===== src/rtl/baud_gen.sv =====
// UART timing generator: oversample, mid-bit and bit-boundary ticks with a glitch-free runtime divisor load.
// Optional BAUD_FRAC_EN adds a 1/16-cycle fractional divisor via i_frac.
module baud_gen #(
  parameter int CNT_W   = 16,
  parameter int OVS     = 16,
  parameter int OVS_W   = 4,
  parameter int DIV_RST = 27
) (
  input  logic             i_clk,
  input  logic             i_nrst,
  input  logic             i_srst,
  input  logic             i_en,
  input  logic [CNT_W-1:0] i_div,
  input  logic             i_div_ld,
`ifdef BAUD_FRAC_EN
  input  logic [3:0]       i_frac,
`endif
  output logic             o_ovs_tick,
  output logic             o_mid_tick,
  output logic             o_bit_tick,
  output logic [CNT_W-1:0] o_div,
  output logic             o_div_err
);

  localparam logic [OVS_W-1:0] PH_MID  = OVS_W'(OVS / 2 - 1);
  localparam logic [OVS_W-1:0] PH_LAST = OVS_W'(OVS - 1);

  logic [CNT_W-1:0] r_pre_cnt;
  logic [OVS_W-1:0] r_ph_cnt;
  logic [CNT_W-1:0] r_div_q;
  logic [CNT_W-1:0] r_div_sh;
  logic             r_ld_pend;
  logic             r_ovs_tick;
  logic             r_mid_tick;
  logic             r_bit_tick;
  logic             r_div_err;

  logic [CNT_W-1:0] w_period_m1;
  logic             w_wrap;
  logic             w_xfer;
  logic             w_ld_ok;

`ifdef BAUD_FRAC_EN
  logic [3:0] r_frac_acc;
  logic       r_extra;
  logic [4:0] w_acc_sum;

  always_comb begin
    w_acc_sum = {1'b0, r_frac_acc} + {1'b0, i_frac};
  end

  // A carry out of the accumulator stretches the following period by one clock.
  always_ff @(posedge i_clk or negedge i_nrst) begin
    if (!i_nrst) begin
      r_frac_acc <= '0;
      r_extra    <= 1'b0;
    end else if (i_srst) begin
      r_frac_acc <= '0;
      r_extra    <= 1'b0;
    end else if (w_wrap) begin
      r_frac_acc <= w_acc_sum[3:0];
      r_extra    <= w_acc_sum[4];
    end
  end

  always_comb begin
    w_period_m1 = r_div_q - CNT_W'(1) + CNT_W'(r_extra);
  end
`else
  always_comb begin
    w_period_m1 = r_div_q - CNT_W'(1);
  end
`endif

  // >= rather than == so a divisor shrunk while disabled cannot strand the count.
  always_comb begin
    w_wrap  = i_en && !i_srst && (r_pre_cnt >= w_period_m1);
    w_xfer  = r_ld_pend && (i_srst || w_wrap || !i_en);
    w_ld_ok = i_div_ld && (i_div != '0);
  end

  always_ff @(posedge i_clk or negedge i_nrst) begin
    if (!i_nrst) begin
      r_pre_cnt <= '0;
      r_ph_cnt  <= '0;
    end else if (i_srst) begin
      r_pre_cnt <= '0;
      r_ph_cnt  <= '0;
    end else if (w_wrap) begin
      r_pre_cnt <= '0;
      r_ph_cnt  <= (r_ph_cnt == PH_LAST) ? '0 : r_ph_cnt + OVS_W'(1);
    end else if (i_en) begin
      r_pre_cnt <= r_pre_cnt + CNT_W'(1);
    end
  end

  // The shadow captured this cycle is only seen by a later transfer.
  always_ff @(posedge i_clk or negedge i_nrst) begin
    if (!i_nrst) begin
      r_div_q   <= CNT_W'(DIV_RST);
      r_div_sh  <= CNT_W'(DIV_RST);
      r_ld_pend <= 1'b0;
    end else begin
      if (w_xfer) begin
        r_div_q <= r_div_sh;
      end
      if (w_ld_ok) begin
        r_div_sh  <= i_div;
        r_ld_pend <= 1'b1;
      end else if (w_xfer) begin
        r_ld_pend <= 1'b0;
      end
    end
  end

  always_ff @(posedge i_clk or negedge i_nrst) begin
    if (!i_nrst) begin
      r_ovs_tick <= 1'b0;
      r_mid_tick <= 1'b0;
      r_bit_tick <= 1'b0;
      r_div_err  <= 1'b0;
    end else begin
      r_ovs_tick <= w_wrap;
      r_mid_tick <= w_wrap && (r_ph_cnt == PH_MID);
      r_bit_tick <= w_wrap && (r_ph_cnt == PH_LAST);
      r_div_err  <= i_div_ld && (i_div == '0);
    end
  end

  assign o_ovs_tick = r_ovs_tick;
  assign o_mid_tick = r_mid_tick;
  assign o_bit_tick = r_bit_tick;
  assign o_div      = r_div_q;
  assign o_div_err  = r_div_err;

endmodule

===== config.mk =====
export PLATFORM = sky130hd
export DESIGN_NAME = baud_gen
export DESIGN_NICKNAME = d
export VERILOG_FILES = /design/src/rtl/baud_gen.sv
export SDC_FILE = /design/constraint.sdc
export NUM_CORES = 1
export LEC_CHECK = 0
export ABC_CLOCK_PERIOD_IN_PS = 4300
export CAP_MARGIN = 25
export CORE_MARGIN = 1.5
export CORE_UTILIZATION = 30
export CTS_CLUSTER_DIAMETER = 40
export DETAILED_ROUTE_END_ITERATION = 6
export GPL_ROUTABILITY_DRIVEN = 0
export HOLD_SLACK_MARGIN = 0.06
export SYNTH_ARGS = -nofsm -noshare
export SYNTH_HDL_FRONTEND = slang
export SYNTH_SLANG_ARGS = --single-unit
export TNS_END_PERCENT = 5

===== constraint.sdc =====
create_clock -name i_clk -period 4.3 [get_ports i_clk]
set_input_delay 0.86 -clock i_clk [delete_from_list [all_inputs] [get_ports i_clk]]
set_output_delay 0.86 -clock i_clk [all_outputs]
set_load 0.05 [all_outputs]

==> results.txt <==
final hold violation count - 0
CTS Buffer Depth - 2
via count - 2462
num rows - 37
Ys Warns - 0
WP data required - 4.53 ns
DR iter-0 viols - 87
CP Max Fanout - 25
remaining antenna violation count after routing - 0
sequential power share - 44.1%
switching power - 0.000519 W
pin count of the biggest net entering global routing - 33
Num CTS Buffers - 9
CTS tree - built
Cell variety after synth - 47
Pint - 0.000977 W
Clk pwr share - 29.5%
first-pass detailed-route iteration total - 4
post-DR vias/cell - 5.09
Setup Skew - 0.0142 ns
Antenna diodes - 0
Clock transition at path regs - 0.08 ns
Mapped Nets - 339
RR Startpoint - o_div[5]
die height - 107 um
maximum clock frequency - 0.250 GHz
initial antenna violation count - 0
WHS Path Cells - 1
DRT Wirelength - 7100 um
Synth Cell Area - 3250 sq um
core region area - 10400 sq um
clk_lat worst skew - 0.34 ns
number of synthesized register bits - 57
# fillers - 1038
Overall Global Routing Usage - 13.4%
dpl hpwl - 5130 um
drc violations - 0
global-route wire length before repair - 12300 um
H-tree levels - 3
CP arrival - 4.23 ns
die width - 107 um
IO Pins - 41
initial core utilization - 31.2%
area grow syn2layout - 22.6%
Avg Inst Size Synth - 10.9 sq um
WS Path Type - flop to flop
vias in the first global route - 2530
I/O Buffers - 40
status - completed
Leak Pwr - 1.65 nW
crit start category - flop
# clock sinks - 57
number of synthesized flops with an enable pin - 0
Sw Ratio - 34.7%
Root Driver - clkbuf_8
combinational share of power - 26.4%
Tmin final - 4.01 ns
critical path endpoint category - flop
gr ovfl total - 0
final setup fails - 0
Setup crit start - o_div[5]
min-delay src - r_ld_pend
PwrDens - 375 nW/um^2
fraction of layout instances using a drive strength above 1 - 20.1%
Worst-Margin Slew - 0.801 ns
Layout Nets - 383
Hold/Removal Path Class - flop to flop
Max Cap Viol - 0
RSZ-0062 raised after global routing - false
top_reg_cell synth - dfrtp_1
final worst setup slack - 0.295 ns
final max-slew violation count - 0
TNS Setup - 0 ns
WL per Instance - 14.7 um
period utilisation layout - 93.1%
post-synthesis sequential area ratio - 44.2%
ys async rst share - 100%
gate count after technology mapping - 299
maximum VDD drop - 0.229 mV
Slew headroom - 46.6%
setup slack after placement - 0.205 ns
Die ar. - 11500 sq um
Reg2Reg Depth - 12
## logic make-up (layout without fill, tap and decap cells)
kind of cell,count (synthesis),count (layout),share of synthesized area (%)
DFF,57,57,44.2
buffers and inverters,23,72,3.42
AOI/OAI and AO/OA,50,50,12.0
adders and majority gates,19,19,7.31
xor gates and xnor gates,15,15,4.04
and+or+nand+nor,101,101,16.2
muxes,34,34,12.9
## repair_timing
item,CTS,global route
gates resized for setup,0,2
hold buffers,0,0
setup buffers,0,0
setup endpoints to repair,0,23
endpoints found under the hold margin,0,0
## power by group through the flow
stage	clock network [W]	registers, W	logic [W]
5_1_grt	0.000479	0.000668	0.000428
3_3_place_gp	0	0.000666	0.000391
4_1_cts	0.000455	0.000658	0.000401
2_1_floorplan	0	0.000754	0.000168
6_report	0.000442	0.000659	0.000395
3_5_place_dp	0	0.000668	0.000399
## cells in the mapped netlist, types with 2 or more instances
cell | n | area [sq um]
a21oi_1 | 7 | 35.0
a41oi_1 | 6 | 52.6
nand3_1 | 7 | 35.0
ha_1 | 19 | 238
xnor2_1 | 9 | 78.8
and2_1 | 2 | 12.5
o21ai_0 | 6 | 30.0
and3_1 | 2 | 12.5
nand2_1 | 28 | 105
a211oi_2 | 2 | 25.0
clkbuf_1 | 10 | 37.5
nor3_1 | 5 | 25.0
mux2_2 | 22 | 248
dfstp_2 | 8 | 210
mux2i_1 | 2 | 20.0
nor4_1 | 11 | 68.8
and4b_1 | 2 | 20.0
a22o_1 | 3 | 26.3
o2111ai_1 | 5 | 43.8
a21o_1 | 2 | 15.0
a41o_1 | 2 | 20.0
dfrtp_1 | 49 | 1230
xor2_1 | 6 | 52.6
o31a_1 | 2 | 17.5
mux2_4 | 10 | 150
a31oi_1 | 7 | 43.8
or4_1 | 3 | 22.5
nand2b_1 | 5 | 31.3
nand4b_1 | 4 | 35.0
or2_2 | 2 | 12.5
o21a_1 | 3 | 22.5
nand4_1 | 7 | 43.8
inv_1 | 10 | 37.5
nor2_1 | 18 | 67.6
## area by class of cell
type                            count  area (sq um)  area share [%]
Clock inverter                      7          47.5            1.19
Timing Repair Buffer               46           453            11.4
Inverter                           10          37.5           0.942
Sequential cell                    57          1440            36.0
Multi-Input combinational cell    219          1720            43.1
Tap cell                          136           170            4.27
Clock buffer                        9           124            3.11
## registers in the layout, indices dropped and copies added, names as in the netlist
| signal | count |
|---|---|
| o_div_err | 1 |
| r_ld_pend | 1 |
| o_mid_tick | 1 |
| o_bit_tick | 1 |
| r_pre_cnt | 16 |
| r_ph_cnt | 4 |
| r_div_sh | 16 |
| o_div | 16 |
| o_ovs_tick | 1 |
## layer usage
layer / vias up / part of all wire (%) / GRT usage, %
li1: 1204 / - / -
met1: 1207 / 47 / 16.9
met2: 46 / 48 / 22.7
met3: 5 / 3.7 / 3.53
met4: 0 / 0.92 / 3.71
met5: - / 0 / 0
## final timing paths
kind,end,slack [ns]
max,r_ph_cnt[2],0.29
min,r_ld_pend,0.48
max reg2reg,r_ph_cnt[2],0.29
min reg2reg,r_ld_pend,0.48
max in group asynchronous,o_div[4],2.92
min in group asynchronous,r_ph_cnt[1],0.51
## metrics by stage
stage               hold WS, ns  cells  total power [W]  utilization, %  area, sq um
floorplan                 0.450    299         0.000921               -         3250
global placement          0.467    468          0.00106            36.5         3800
detailed placement        0.471    468          0.00107            36.5         3800
CTS                       0.486    484          0.00151            38.1         3970
global route              0.512    484          0.00158            38.3         3990
finish                    0.482    484          0.00150            38.3         3990
## worst max-delay path: stages, from the launching register on
cell	delay, ns
dfrtp_1	0.43
nor4_2	0.31
nand2_1	0.16
or4_1	0.51
nor4_1	0.24
xnor2_1	0.13
ha_1	0.31
nand4_1	0.15
or4_1	0.55
o32a_1	0.35
buf_4	0.25
a21oi_1	0.18
mux2_2	0.34
## placed cells by master (no fill, tap or decap), types with 7 or more instances in the layout
cell type,n
nand2_1,28
ha_1,19
a31oi_1,7
nor4_1,10
nor2_1,18
dfstp_2,8
clkdlybuf4s50_1,39
clkbuf_8,9
dfrtp_1,49
a21oi_1,7
inv_1,10
nand4_1,7
nand3_1,7
mux2_4,10
xnor2_1,9
mux2_2,22
Power figures use the tool's default switching activity.
